<file path="src/rtl/alu_seq_if.sv">
// EX-stage decode and MDU sequencing bundle between the pipeline and alu_seq_controller.
// The master drives the instruction fields; the slave returns decode, stall and MDU control.
interface alu_seq_if;
    logic       id_valid;
    logic [1:0] ALUOp;
    logic [6:0] Funct7;
    logic [2:0] Funct3;
    logic       IsImm;
    logic       flush;
    logic [3:0] Operation;
    logic       illegal;
    logic       stall;
    logic       mdu_start;
    logic [2:0] mdu_op;
    logic       mdu_done;
    logic       mdu_kill;

    modport master (
        output id_valid, ALUOp, Funct7, Funct3, IsImm, flush,
        input  Operation, illegal, stall, mdu_start, mdu_op, mdu_done, mdu_kill
    );

    modport slave (
        input  id_valid, ALUOp, Funct7, Funct3, IsImm, flush,
        output Operation, illegal, stall, mdu_start, mdu_op, mdu_done, mdu_kill
    );
endinterface

</file>
<file path="src/rtl/alu_seq_controller.sv">
// RISC-V EX-stage ALU operation decoder with a fixed-latency multiply/divide sequencer.
// Decode is combinational; M-ops are accepted in IDLE and held in EX via stall until done.
module alu_seq_controller #(
    parameter int M_EXT      = 1,
    parameter int MUL_CYCLES = 2,
    parameter int DIV_CYCLES = 32
) (
    input  logic       clk,
    input  logic       reset_n,
    alu_seq_if.slave   bus
);
    localparam int MAXC = (MUL_CYCLES > DIV_CYCLES) ? MUL_CYCLES : DIV_CYCLES;
    localparam int CW   = $clog2(MAXC + 1);

    localparam logic [3:0] OP_AND = 4'b0000, OP_OR  = 4'b0001, OP_ADD = 4'b0010,
                           OP_SRA = 4'b0100, OP_XOR = 4'b0101, OP_SUB = 4'b0110,
                           OP_SLT = 4'b0111, OP_BEQ = 4'b1000, OP_SLL = 4'b1001,
                           OP_BLT = 4'b1010, OP_BGE = 4'b1011, OP_SRL = 4'b1101,
                           OP_BNE = 4'b1110, OP_LUI = 4'b1111;

    localparam logic [6:0] F7_BASE = 7'b0000000, F7_ALT = 7'b0100000, F7_MEXT = 7'b0000001;
    localparam logic [CW-1:0] MUL_LAT = CW'(MUL_CYCLES - 1);
    localparam logic [CW-1:0] DIV_LAT = CW'(DIV_CYCLES - 1);

    typedef enum logic [1:0] {IDLE, BUSY, DONE} state_t;

    state_t        state;
    logic [CW-1:0] cnt;
    logic [3:0]    dec_op;
    logic          dec_bad;
    logic          dec_mop;
    logic          accept;

    always_comb begin
        dec_op  = OP_ADD;
        dec_bad = 1'b0;
        dec_mop = 1'b0;
        case (bus.ALUOp)
            2'b00: dec_op = OP_ADD;
            2'b11: dec_op = OP_LUI;
            2'b01: begin
                case (bus.Funct3)
                    3'b000:  dec_op = OP_BEQ;
                    3'b001:  dec_op = OP_BNE;
                    3'b100:  dec_op = OP_BLT;
                    3'b101:  dec_op = OP_BGE;
                    default: dec_bad = 1'b1;
                endcase
            end
            default: begin
                if (!bus.IsImm && bus.Funct7 == F7_MEXT) begin
                    if (M_EXT != 0) dec_mop = 1'b1;
                    else            dec_bad = 1'b1;
                end else if (!bus.IsImm && bus.Funct7 == F7_ALT) begin
                    if (bus.Funct3 == 3'b000)      dec_op  = OP_SUB;
                    else if (bus.Funct3 == 3'b101) dec_op  = OP_SRA;
                    else                           dec_bad = 1'b1;
                end else if (!bus.IsImm && bus.Funct7 != F7_BASE) begin
                    dec_bad = 1'b1;
                end else begin
                    // I-type immediates only constrain Funct7 for shifts
                    case (bus.Funct3)
                        3'b000: dec_op = OP_ADD;
                        3'b001: begin
                            if (bus.Funct7 == F7_BASE) dec_op  = OP_SLL;
                            else                       dec_bad = 1'b1;
                        end
                        3'b010: dec_op = OP_SLT;
                        3'b100: dec_op = OP_XOR;
                        3'b101: begin
                            if (bus.Funct7 == F7_BASE)     dec_op  = OP_SRL;
                            else if (bus.Funct7 == F7_ALT) dec_op  = OP_SRA;
                            else                           dec_bad = 1'b1;
                        end
                        3'b110: dec_op = OP_OR;
                        3'b111: dec_op = OP_AND;
                        default: dec_bad = 1'b1;
                    endcase
                end
            end
        endcase
        if (dec_bad || dec_mop) dec_op = OP_ADD;
    end

    assign accept        = (state == IDLE) && bus.id_valid && dec_mop && !bus.flush;
    assign bus.Operation = dec_op;
    assign bus.illegal   = bus.id_valid && dec_bad;
    assign bus.stall     = reset_n && (accept || state == BUSY);
    assign bus.mdu_done  = (state == DONE) && !bus.flush;

    always_ff @(posedge clk or negedge reset_n) begin
        if (!reset_n) begin
            state         <= IDLE;
            cnt           <= '0;
            bus.mdu_start <= 1'b0;
            bus.mdu_op    <= 3'b000;
            bus.mdu_kill  <= 1'b0;
        end else begin
            bus.mdu_start <= 1'b0;
            bus.mdu_kill  <= 1'b0;
            case (state)
                IDLE: begin
                    if (accept) begin
                        state         <= BUSY;
                        bus.mdu_start <= 1'b1;
                        bus.mdu_op    <= bus.Funct3;
                        cnt           <= bus.Funct3[2] ? DIV_LAT : MUL_LAT;
                    end
                end
                BUSY: begin
                    if (bus.flush) begin
                        state        <= IDLE;
                        bus.mdu_kill <= 1'b1;
                        cnt          <= '0;
                    end else if (cnt == '0) begin
                        state <= DONE;
                    end else begin
                        cnt <= cnt - CW'(1);
                    end
                end
                DONE:    state <= IDLE;
                default: state <= IDLE;
            endcase
        end
    end
endmodule

</file>
<file path="src/flat_wrapper.sv">
// flat-port wrapper written by rule: the top's interface ports become plain ports
module alu_seq_controller_flat 
#(
    parameter int M_EXT      = 1,
    parameter int MUL_CYCLES = 2,
    parameter int DIV_CYCLES = 32
)
  (clk, reset_n, bus_id_valid, bus_ALUOp, bus_Funct7, bus_Funct3, bus_IsImm, bus_flush, bus_Operation, bus_illegal, bus_stall, bus_mdu_start, bus_mdu_op, bus_mdu_done, bus_mdu_kill);
  alu_seq_if bus_i ();
  input  logic clk;
  input  logic reset_n;
  input wire logic [$bits(bus_i.id_valid)-1:0] bus_id_valid;
  input wire logic [$bits(bus_i.ALUOp)-1:0] bus_ALUOp;
  input wire logic [$bits(bus_i.Funct7)-1:0] bus_Funct7;
  input wire logic [$bits(bus_i.Funct3)-1:0] bus_Funct3;
  input wire logic [$bits(bus_i.IsImm)-1:0] bus_IsImm;
  input wire logic [$bits(bus_i.flush)-1:0] bus_flush;
  output wire logic [$bits(bus_i.Operation)-1:0] bus_Operation;
  output wire logic [$bits(bus_i.illegal)-1:0] bus_illegal;
  output wire logic [$bits(bus_i.stall)-1:0] bus_stall;
  output wire logic [$bits(bus_i.mdu_start)-1:0] bus_mdu_start;
  output wire logic [$bits(bus_i.mdu_op)-1:0] bus_mdu_op;
  output wire logic [$bits(bus_i.mdu_done)-1:0] bus_mdu_done;
  output wire logic [$bits(bus_i.mdu_kill)-1:0] bus_mdu_kill;
  assign bus_i.id_valid = bus_id_valid;
  assign bus_i.ALUOp = bus_ALUOp;
  assign bus_i.Funct7 = bus_Funct7;
  assign bus_i.Funct3 = bus_Funct3;
  assign bus_i.IsImm = bus_IsImm;
  assign bus_i.flush = bus_flush;
  assign bus_Operation = bus_i.Operation;
  assign bus_illegal = bus_i.illegal;
  assign bus_stall = bus_i.stall;
  assign bus_mdu_start = bus_i.mdu_start;
  assign bus_mdu_op = bus_i.mdu_op;
  assign bus_mdu_done = bus_i.mdu_done;
  assign bus_mdu_kill = bus_i.mdu_kill;
  alu_seq_controller #(.M_EXT(M_EXT), .MUL_CYCLES(MUL_CYCLES), .DIV_CYCLES(DIV_CYCLES)) u_core (.clk(clk), .reset_n(reset_n), .bus(bus_i));
endmodule
</file>
<file path="config.mk">
export PLATFORM = sky130hd
export DESIGN_NAME = alu_seq_controller_flat
export DESIGN_NICKNAME = d
export VERILOG_FILES = /design/src/rtl/alu_seq_if.sv /design/src/rtl/alu_seq_controller.sv /design/src/flat_wrapper.sv
export SDC_FILE = /design/constraint.sdc
export NUM_CORES = 1
export LEC_CHECK = 0
export CAP_MARGIN = 10
export CELL_PAD_IN_SITES_DETAIL_PLACEMENT = 1
export CELL_PAD_IN_SITES_GLOBAL_PLACEMENT = 1
export CORE_ASPECT_RATIO = 1.5
export CORE_UTILIZATION = 32
export CTS_CLUSTER_SIZE = 24
export DETAILED_ROUTE_END_ITERATION = 16
export PLACE_DENSITY = 0.83
export SLEW_MARGIN = 10
export SYNTH_ARGS = -nofsm -noshare
export SYNTH_HDL_FRONTEND = slang
export SYNTH_SLANG_ARGS = --single-unit
</file>
<file path="constraint.sdc">
create_clock -name clk -period 2.1 [get_ports clk]
set_clock_uncertainty 0.2 [all_clocks]
set_input_delay 0.315 -clock clk [delete_from_list [all_inputs] [get_ports clk]]
set_output_delay 0.315 -clock clk [all_outputs]
set_load 0.02 [all_outputs]
</file>
# Word level (Yosys, flattened, before mapping)
# Cells that the tools add are included.
# W data, S select, Z words.
[totals]
reg_bits = 13
rom_bits = 0
ram_bits = 0
elab_cells = 86
input_bits = 17
latch_bits = 0
memories = 0
output_inout_bits = 12
[classes]
magnitude_cmp = 0
bitwise_logic = 0
n_eq_ne = 15
div = 0
shifts = 0
muxes = 38
addsub = 1
n_reduce_logical = 27
mul = 0
[op_table]
columns = ["operator", "count"]
rows = [
  ["$mux W4", 7],
  ["$pmux W4 S6", 1],
  ["$mux W6", 3],
  ["$pmux W4 S4", 1],
  ["$mux W1", 15],
  ["$eq A3 B3 Y1 const B", 4],
  ["$pmux W4 S3", 1],
  ["$pmux W6 S2", 1],
  ["$logic_and A1 B1 Y1", 9],
  ["$eq A7 B1 Y1 const B", 1],
  ["$eq A7 B6 Y1 const B", 1],
  ["$logic_not A7 Y1", 1],
  ["$reduce_bool A7 Y1", 1],
  ["$logic_not A6 Y1", 1],
  ["$mux W2", 3],
  ["$mux W3", 2],
  ["$ne A3 B3 Y1 const B", 2],
  ["$sub A6 B1 Y6 const B", 1],
  ["$mux W5", 1],
  ["$reduce_or A5 Y1", 1],
  ["$eq A2 B1 Y1 const B", 2],
  ["$eq A2 B2 Y1 const B", 2],
  ["$logic_not A2 Y1", 2],
  ["$pmux W2 S2", 1],
  ["other kinds (14)", 17],
]

# Longest topological paths before layout
# Gate-level depths: netlist of the first run.
[logic_depth]
depth_word = 10
ltp_mapped = 7
mapped_depth_nobuf = 6

# Worst setup path before layout of the first run
# No wires, ideal clock.
[synth_timing]
path_kind = "input to output"
start = "input port bus_Funct7[3]"
end = "output port bus_Operation[0]"
cell_stages = 5
setup_slack_ns = -0.164
arrival_ns = 1.749
t_required_ns = 1.585
n_path_buf = 0
path_cell_list = "or4_4 > nor4_2 > a22o_1 > a32oi_1 > o211ai_1"
[synth_between]
elab_chain_cells = 10
elab_cells_between_ends = 26
cone_classes = "eq/ne: 2; mux: 18; reduce/logical: 6"
[synth_lines]
columns = ["item", "line_no", "source"]
rows = [
  ["start, declared", "flat_wrapper.sv:14", "input wire logic [$bits(bus_i.Funct7)-1:0] bus_Funct7;"],
  ["$eq A7 B6 Y1", "alu_seq_controller.sv:54, alu_seq_controller.sv:72", ""],
  ["$mux W1", "alu_seq_controller.sv:72", "else if (bus.Funct7 == F7_ALT) dec_op = OP_SRA;"],
  ["$mux W1", "alu_seq_controller.sv:71", "if (bus.Funct7 == F7_BASE) dec_op = OP_SRL;"],
  ["$pmux W1 S3", "alu_seq_controller.sv:62", "case (bus.Funct3)"],
  ["$mux W1", "alu_seq_controller.sv:58", "end else if (!bus.IsImm && bus.Funct7 != F7_BASE) begin"],
  ["$mux W1", "alu_seq_controller.sv:54", "end else if (!bus.IsImm && bus.Funct7 == F7_ALT) begin"],
  ["$mux W1", "alu_seq_controller.sv:51", "if (!bus.IsImm && bus.Funct7 == F7_MEXT) begin"],
  ["$pmux W1 S2", "alu_seq_controller.sv:38", "case (bus.ALUOp)"],
  ["$logic_or A1 B1 Y1", "alu_seq_controller.sv:82", "if (dec_bad || dec_mop) dec_op = OP_ADD;"],
  ["$mux W4 (*)", "alu_seq_controller.sv:82", ""],
  ["end, declared", "flat_wrapper.sv:18", "output wire logic [$bits(bus_i.Operation)-1:0] bus_Operation;"],
]
# Mark *: on every way between the ends. The rest lies on a longest branch, timed or not.

# Final worst setup path of the first run
# Same ends and word-level chain as after synthesis.

==> flow_summary.yaml, run 1 <==
outcome:
  outcome: "finished with violations"
  violations: "negative setup slack"
synth:
  avgSynthCellArea_sq_um: 8.79
  synth_fa_ha_area_frac: 0.0235
  yosysSeqAreaShare: 0.306
  synth_ff_type: "dfrtp_1"
  yosysUniqueCellTypes: 46
  synth_compound_area_frac: 0.307
  synth_edf_count: 0
  postSynthCellCount: 121
  synth_seq_cells: 13
  synth_nets: 140
  synth_top_area_frac: 0.306
  synthArstFlopShare: 1.00
  yosys.area_share.simple: 0.251
  syn_area_sq_um: 1060
  yosys.area.top_type: "dfrtp_1"
  synth_warnings: 0
  muxShareOfSynthArea: 0.0200
  synth_area_leaders: "dfrtp_1, o21ai_0, a21oi_1"
  synth_xor_xnor_area_share: 0.00824
  synth_top_family_by_area: "compound AO/OA/AOI/OAI gates"
floorplanning:
  fp.dieW_microns: 49.1
  fp.dieArea_sq_um: 3560
  dieHeight_microns: 72.6
  coreArea_sq_um: 3160
  pin_count: 29
  row_count: 25
  initial_core_util: 0.337
worst_setup_path:
  crit_arrival_ns: 1.91
  worst-path-max-fanout: 2
  path_cells: "clkbuf_2 -> or4_4 -> nor4_4 -> buf_4 -> a22o_1 -> a32oi_1 -> o211ai_1 -> buf_4"
  critPathSlowestCell: "or4_4"
  required_ns: 1.58
  crit_path_frequent_cell: "buf_4"
  path_class: "primary input to primary output"
  slowest_delay_ns: 0.58
  cp-end-kind: "primary output"
  start_kind: "primary input"
final_layout:
  multi_input_area_sq_um: 692
  fill_cells: 391
  area_delta_synth_final_pct: 54.0
  drive_above_1_share: 0.356
  stdcell_count: 217
  final-seq-area_sq_um: 325
  final_util: 0.518
  antenna_cells: 0
  nNetsFinal: 197
placed_design:
  placed_cells: 212
  place_congestion: 0.880
  dpl.hpwl_mm: 2.90
  io_buffers: 28
timing:
  rsz0062_at_grt: "true"
  fin_crit_sh: 1.15
  tightest_slew_ns: 0.357
  hold_viol: 0
  layout_min_cycle_time_ns: 2.42
  finalMaxSlewViolations: 0
  layout_setup_ws_ns: -0.323
  finalSetupViolCount: 6
  clock.fmax_mhz: 413
  hold_ws_ns: 0.205
  slew_headroom: 0.762
routing:
  wl_per_cell_microns: 17.5
  ant_nets: 0
  dr_total_vias: 1217
  drt_wl_total_mm: 3.79
  vias_per_cell: 5.61
  dr.pass1.iters: 4
  first_iter_violations: 12
  drt_drc_violations_left: 0
grt:
  first_global_vias: 1315
  overflow: 0
  grt_pass1_wl_mm: 5.93
  grt.total_usage: 0.221
  antenna_found_initial: 0
  grt_max_degree: 14
flow_run:
  cap_violations: 0
pwr:
  ir_drop_uv: 407
  power.density_nw_per_um2: 467
  power.total_uw: 765
  power_leakage_nw: 0.759
clock_tree:
  cts.clk_slew.worst_paths_ns: 0.06
  cts_sinks: 13
  cts_buffers: 3
  cts_tree: "done"
  clock_latency_ns: 0.25
  htree_levels: 1
  clk_path_buf_depth: 2
  cts-root-buf: "clkbuf_8"
worst_hold_path:
  hold_class: "primary input to async pin"
==> cells in the mapped netlist (all sizes together), types with 2 or more instances <==
cell and number:
a32o 2, a41oi 2, a32oi 2, dfrtp 13, o41ai 2, nor2 10
nand3b 3, clkbuf 6, o21ai 15, nand2b 3, a31oi 6, nor3 5
a21oi 8, ha 2, o211ai 2, inv 9, nor3b 2, nor4 3
nand2 7
==> report_power, final <==
group	total, mW	internal (mW)	switching [mW]
clock	0.225	0.134	0.0907
sequential	0.300	0.272	0.0281
combinational	0.240	0.111	0.129
total	0.765	0.517	0.248
==> path summary, 6_finish.rpt <==
kind	from	endpoint	slack (ns)	depth (start not counted)
worst max register to register	u_core.cnt[0]$_DFFE_PN0P_	u_core.cnt[3]$_DFFE_PN0P_	0.10	7
min in group clk	u_core.bus.mdu_op[0]$_DFFE_PN0P_	u_core.bus.mdu_op[0]$_DFFE_PN0P_	0.28	2
worst min register to register	u_core.bus.mdu_op[0]$_DFFE_PN0P_	u_core.bus.mdu_op[0]$_DFFE_PN0P_	0.28	2
max in group asynchronous	reset_n	u_core.state[1]$_DFFE_PN0P_	1.33	2
worst max-delay path	bus_Funct7[3]	bus_Operation[0]	-0.32	8
worst min-delay path	reset_n	u_core.cnt[1]$_DFFE_PN0P_	0.20	2
==> cell type report <==
class / instances / share of cell area
multi-input combinational: 91 / 0.422
timing repair buffer: 59 / 0.295
sequential: 13 / 0.199
tap: 40 / 0.0306
clock buffer: 4 / 0.0275
inverter: 10 / 0.0260
==> cell usage in the layout, fill, tap and decap left out, drive strengths merged, types with 2 or more instances in the layout <==
cell,instances
clkbuf,5
a21oi,8
dfrtp,13
a41oi,2
nand3b,3
nor4,3
a32oi,2
buf,40
o211ai,2
nor3b,2
o41ai,2
nor2,10
ha,2
nand2b,3
a31oi,6
nand2,7
dlygate4sd2,10
inv,9
o21ai,15
clkdlybuf4s50,7
nor3,5
a32o,2
==> per-stage QoR <==
step / worst slack [ns] / setup TNS, ns / area (sq um)
floorplan: -0.124 / -0.239 / 1070
global route: -0.397 / -1.26 / 1640
detailed placement: -1.05 / -9.87 / 1580
global placement: -0.981 / -9.01 / 1580
CTS: -0.390 / -1.07 / 1620
finish: -0.323 / -0.992 / 1640
==> routing by layer <==
layer / up-vias / wire length, microns / track usage
met5: - / 0 / 0
li1: 564 / - / -
met1: 606 / 1310 / 0.198
met2: 36 / 2270 / 0.470
met4: 0 / 95 / 0.108
met3: 11 / 111 / 0.0188
==> cells by family (layout without fill, tap and decap cells) <==
logic type | after synthesis | in the layout
buffers and inverters | 17 | 73
multiplexers | 2 | 2
flip-flops | 13 | 13
XOR/XNOR | 1 | 1
AND/OR/NAND/NOR | 39 | 39
adder cells (fa/ha/maj) | 2 | 2
AO/OA/AOI/OAI | 47 | 47
==> critical path: cells and delay by family <==
family | cells | cell delay [ns]
AND/OR/NAND/NOR | 2 | 0.82
buffers and inverters | 3 | 0.43
AO/OA/AOI/OAI | 3 | 0.34
==> registers in the layout, indices dropped and copies added, names as in the netlist <==
signal	flops
u_core.bus.mdu_op	3
u_core.state	2
u_core.bus.mdu_kill	1
u_core.cnt	6
u_core.bus.mdu_start	1
==> repair_timing <==
action / 4_1_cts / 5_1_grt
hold buffers: 0 / 0
resized for setup: 61 / 5
buffers inserted: 1 / 0
pin swaps: 10 / 10
endpoints found under the setup margin: 14 / 11
Note: power is estimated with default switching activity, not from simulation.
==> run 2, diff against run 1 <==
--- a/config.mk
+++ b/config.mk
@@ -9,10 +9,10 @@
 export CELL_PAD_IN_SITES_DETAIL_PLACEMENT = 1
 export CELL_PAD_IN_SITES_GLOBAL_PLACEMENT = 1
 export CORE_ASPECT_RATIO = 1.5
-export CORE_UTILIZATION = 32
+export CORE_UTILIZATION = 35
 export CTS_CLUSTER_SIZE = 24
 export DETAILED_ROUTE_END_ITERATION = 16
-export PLACE_DENSITY = 0.83
+export PLACE_DENSITY = 0.86
 export SLEW_MARGIN = 10
 export SYNTH_ARGS = -nofsm -noshare
 export SYNTH_HDL_FRONTEND = slang
==> constraint.sdc (replaced) <==
create_clock -name clk -period 2.5 [get_ports clk]
set_clock_uncertainty 0.2 [all_clocks]
set_input_delay 0.375 -clock clk [delete_from_list [all_inputs] [get_ports clk]]
set_output_delay 0.375 -clock clk [all_outputs]
set_load 0.02 [all_outputs]
==> flow_summary.yaml, run 2 (same netlist as run 1, synthesis figures left out) <==
final_layout:
  drive_above_1_share: 0.314
  fill_cells: 366
  final_area_sq_um: 1600
  multi_input_area_sq_um: 669
  stdcell_count: 211
  nNetsFinal: 192
  final_common_cell: "buf_4"
  largest_reg_flops: 6
  final_cell_mix: "buf_4, dfrtp_1, clkdlybuf4s50_1"
  antenna_cells: 0
  top_regs: "u_core.cnt x6, u_core.bus.mdu_op x3, u_core.state x2"
  regMostFlops: "u_core.cnt"
  final-seq-area_sq_um: 325
  area_delta_synth_final_pct: 50.0
clock_tree:
  clock_latency_ns: 0.25
  cts-root-buf: "clkbuf_8"
  hold_buffers: 0
  cts_tree: "done"
  cts_buffers: 3
  post-cts-setup-buffer-count: 0
  clk_path_buf_depth: 2
  htree_levels: 1
  cts_sinks: 13
  cts.clk_slew.worst_paths_ns: 0.06
worst_setup_path:
  start_kind: "primary input"
  r2r_end: "u_core.cnt[1]$_DFFE_PN0P_"
  r2r_slack_ns: 0.49
  crit_arrival_ns: 1.94
  worstReg2RegStart: "u_core.cnt[2]$_DFFE_PN0P_"
  worst-path-max-fanout: 2
  required_ns: 1.92
  path_class: "primary input to primary output"
  cp-end-kind: "primary output"
  rr_worst_depth: 5
floorplanning:
  dieHeight_microns: 69.5
  initial_core_util: 0.365
  fp.dieW_microns: 47.0
  coreArea_sq_um: 2910
  pin_count: 29
  fp.dieArea_sq_um: 3270
  row_count: 24
grt:
  overflow: 0
  grt_max_degree: 14
  grt.total_usage: 0.239
  first_global_vias: 1230
  antenna_found_initial: 0
  grt_pass1_wl_mm: 5.64
routing:
  vias_per_cell: 5.66
  drt_wl_total_mm: 3.76
  ant_nets: 0
  first_iter_violations: 37
  drt_drc_violations_left: 0
  dr_total_vias: 1195
  wl_per_cell_microns: 17.8
  dr.pass1.iters: 4
worst_hold_path:
  hold_class: "primary input to async pin"
timing:
  fin_setup_tns_ns: -0.0170
  rsz0062_at_grt: "true"
  finalMaxSlewViolations: 0
  hold_viol: 0
  finalSetupViolCount: 1
  layout_setup_ws_ns: -0.0170
  tightest_slew_ns: 0.571
  fin_crit_sh: 1.01
  layout_min_cycle_time_ns: 2.52
  slew_headroom: 0.616
  clock.fmax_mhz: 397
placed_design:
  place_area_sq_um: 1540
  placed_cells: 207
  place_ws_ns: -0.841
  io_buffers: 28
  place_congestion: 0.881
  dpl.hpwl_mm: 2.94
pwr:
  ir_drop_uv: 331
  power.total_uw: 634
  power_leakage_nw: 0.743
  power.density_nw_per_um2: 398
flow_run:
  cap_violations: 0
outcome:
  outcome: "finished with violations"
  violations: "negative setup slack"
==> run 2: cell types whose count changed in the layout (fill, tap and decap cells not counted), moves of 2 or more <==
cell,delta
dlymetal6s2s_1,+2
clkdlybuf4s15_2,+2
dlygate4sd2_1,-6
buf_4,-7
clkdlybuf4s50_1,+5
==> run 2: worst max-delay path by stage <==
stage	start	to	slack (ns)	depth (start not counted)
finish	bus_Funct7[6]	bus_illegal	-0.02	7
global placement	bus_Funct7[3]	bus_Operation[0]	-0.75	7
CTS	bus_Funct7[6]	bus_Operation[0]	-0.12	7
global route	bus_Funct3[1]	bus_Operation[1]	-0.07	6
floorplan	bus_Funct7[3]	bus_Operation[0]	0.12	5
detailed placement	bus_Funct7[3]	bus_Operation[0]	-0.84	7
==> run 2: cell type report <==
cell class,instances,share of cell area
clock buffer,4,0.0282
multi-input combinational,91,0.420
sequential,13,0.204
tap,39,0.0306
timing repair buffer,54,0.291
inverter,10,0.0267
==> run 2: timing repair <==
item	CTS	global route
endpoints found under the setup margin	6	6
resized for setup	44	8
hold endpoints to repair	0	0
pin swaps	7	4
==> run 2: metrics by stage <==
| stage | hold WS [ns] | util |
|---|---|---|
| floorplan | -0.121 | - |
| global route | 0.306 | 0.548 |
| CTS | 0.267 | 0.540 |
| detailed placement | 0.285 | 0.529 |
| finish | 0.259 | 0.548 |
| global placement | 0.272 | 0.529 |
==> run 2: report_power, final <==
part	switching [mW]	internal (mW)	leakage, nW
logic	0.106	0.0857	0.550
registers	0.0202	0.228	0.170
clock network	0.0809	0.113	0.0228
==> run 2: metal layers <==
| layer | vias up | part of all wire | wire, microns | GRT usage |
|---|---|---|---|---|
| li1 | 559 | - | - | - |
| met1 | 593 | 0.34 | 1300 | 0.227 |
| met2 | 35 | 0.60 | 2270 | 0.481 |
| met3 | 8 | 0.037 | 138 | 0.0208 |
| met4 | 0 | 0.014 | 53 | 0.0635 |
| met5 | - | 0 | 0 | 0 |
==> run 2: worst max-delay path: stages <==
cell	delay, ns
buf_6	0.09
or4_4	0.58
nor2_8	0.11
a311oi_2	0.11
a32o_1	0.27
a32o_2	0.27
buf_6	0.13
==> run 3, diff against run 2 <==
--- a/config.mk
+++ b/config.mk
@@ -13,6 +13,7 @@
 export CTS_CLUSTER_SIZE = 24
 export DETAILED_ROUTE_END_ITERATION = 16
 export PLACE_DENSITY = 0.86
+export RECOVER_POWER = 25
 export SLEW_MARGIN = 10
 export SYNTH_ARGS = -nofsm -noshare
 export SYNTH_HDL_FRONTEND = slang
==> flow_summary.yaml, run 3 (same netlist as run 1, synthesis figures left out) <==
clock_tree:
  clk_path_buf_depth: 2
  clock_latency_ns: 0.25
  cts_sinks: 13
  cts_buffers: 3
  post-cts-setup-buffer-count: 0
  cts_tree: "done"
  cts-root-buf: "clkbuf_8"
  cts.clk_slew.worst_paths_ns: 0.06
  htree_levels: 1
pwr:
  power.density_nw_per_um2: 398
  p_seq_frac: 0.393
  ir_drop_uv: 330
  power_leakage_nw: 0.739
  p_clk_frac: 0.305
  switching_power_uw: 208
  power.total_uw: 634
  p_comb_frac: 0.302
  p_int_uw: 426
  switching_share: 0.328
floorplanning:
  fp.dieW_microns: 47.0
  coreArea_sq_um: 2910
  pin_count: 29
  row_count: 24
  dieHeight_microns: 69.5
  fp.dieArea_sq_um: 3270
  initial_core_util: 0.365
routing:
  dr_total_vias: 1208
  dr.pass1.iters: 4
  drt_wl_total_mm: 3.77
  ant_nets: 0
  vias_per_cell: 5.73
  drt_drc_violations_left: 0
  wl_per_cell_microns: 17.9
  first_iter_violations: 38
timing:
  fin_crit_sh: 1.01
  rsz0062_at_grt: "true"
  clock.fmax_mhz: 397
  tightest_slew_ns: 0.767
  slew_headroom: 0.489
  fin_setup_tns_ns: -0.0170
  layout_min_cycle_time_ns: 2.52
  layout_setup_ws_ns: -0.0170
  finalSetupViolCount: 1
  hold_viol: 0
  hold_ws_ns: 0.292
  finalMaxSlewViolations: 0
outcome:
  violations: "negative setup slack"
  outcome: "finished with violations"
grt:
  grt.total_usage: 0.239
  grt_pass1_wl_mm: 5.64
  antenna_found_initial: 0
  overflow: 0
  grt_max_degree: 14
  first_global_vias: 1230
placed_design:
  place_area_sq_um: 1540
  dpl.hpwl_mm: 2.94
  io_buffers: 28
  placed_cells: 207
  place_congestion: 0.881
flow_run:
  cap_violations: 0
worst_setup_path:
  cp_num_buf_inv: 2
  critPathSlowestCell: "or4_4"
  path_cells: "buf_6 -> or4_4 -> nor2_8 -> a311oi_2 -> a32o_1 -> a32o_2 -> buf_6"
  required_ns: 1.92
  crit_path_frequent_cell: "buf_6"
  setup.worst_path.start: "bus_Funct7[6]"
  cp-end-kind: "primary output"
  start_kind: "primary input"
  worstReg2RegStart: "u_core.cnt[2]$_DFFE_PN0P_"
  crit_arrival_ns: 1.94
  path_class: "primary input to primary output"
  worst-path-max-fanout: 2
  slowest_delay_ns: 0.58
  crit_family: "simple AND/OR/NAND/NOR gates"
final_layout:
  fill_cells: 366
  nNetsFinal: 192
  largest_reg_flops: 6
  final_common_cell: "buf_4"
  area_delta_synth_final_pct: 49.6
  final_area_sq_um: 1590
  drive_above_1_share: 0.308
  stdcell_count: 211
  multi_input_area_sq_um: 669
  final_cell_mix: "buf_4, dfrtp_1, clkdlybuf4s50_1"
  top_regs: "u_core.cnt x6, u_core.bus.mdu_op x3, u_core.state x2"
  antenna_cells: 0
  final-seq-area_sq_um: 325
  regMostFlops: "u_core.cnt"
worst_hold_path:
  hold_class: "flop to flop"
  hp-start: "u_core.bus.mdu_op[2]$_DFFE_PN0P_"
-- run 3: changes by cell type in the layout (fill, tap and decap cells not counted), sizes merged --
cell           change
buf                -1
clkbuf             +1
clkdlybuf4s50      -1
dlygate4sd3        +1
-- run 3: area by class of cell --
type	count	share of cell area
Inverter	10	0.0267
Multi-Input combinational cell	91	0.421
Sequential cell	13	0.204
Timing Repair Buffer	54	0.289
Tap cell	39	0.0307
Clock buffer	4	0.0283
-- run 3: per-layer routing --
layer | share of wire | vias to the layer above | global-route usage
met5 | 0 | - | 0
met1 | 0.34 | 599 | 0.227
met4 | 0.016 | 0 | 0.0635
met3 | 0.037 | 10 | 0.0208
li1 | - | 562 | -
met2 | 0.60 | 37 | 0.481
-- run 3: worst register-to-register path, delay by kind of cell, from the launching register on --
family	cells	cell delay, ns
buffers and inverters	1	0.16
flip-flops	1	0.42
AND/OR/NAND/NOR	1	0.52
AO/OA/AOI/OAI	2	0.47
multiplexers	1	0.18
-- run 3: worst paths after layout --
path | endpoint | cells past startpoint | slack (ns)
worst max-delay path | bus_illegal | 7 | -0.02
worst min-delay path | u_core.bus.mdu_op[2]$_DFFE_PN0P_ | 2 | 0.29
min in group asynchronous | u_core.cnt[0]$_DFFE_PN0P_ | 2 | 0.54
max in group asynchronous | u_core.state[0]$_DFFE_PN0P_ | 2 | 1.09
worst min register to register | u_core.bus.mdu_op[2]$_DFFE_PN0P_ | 2 | 0.29
worst max register to register | u_core.cnt[1]$_DFFE_PN0P_ | 5 | 0.46
-- run 3: what timing repair did --
action                                  CTS  global route
endpoints found under the hold margin     0             0
pin swaps                                 7             4
endpoints found under the setup margin    6             6
resized for setup                        44             8
hold buffers                              0             0
-- run 3: power by group through the flow --
| stage | clock, mW | combinational [mW] | sequential (mW) |
|---|---|---|---|
| 2_1_floorplan | 0 | 0.0987 | 0.246 |
| 5_1_grt | 0.200 | 0.207 | 0.250 |
| 6_report | 0.194 | 0.191 | 0.249 |
| 4_1_cts | 0.195 | 0.189 | 0.248 |
| 3_5_place_dp | 0 | 0.192 | 0.250 |
| 3_3_place_gp | 0 | 0.179 | 0.249 |
-- run 3: per-stage QoR --
stage          setup slack, ns  utilization
5_1_grt                -0.0744        0.546
2_1_floorplan            0.116            -
4_1_cts                 -0.118        0.540
3_5_place_dp            -0.841        0.529
3_3_place_gp            -0.751        0.529
6_report               -0.0170        0.546
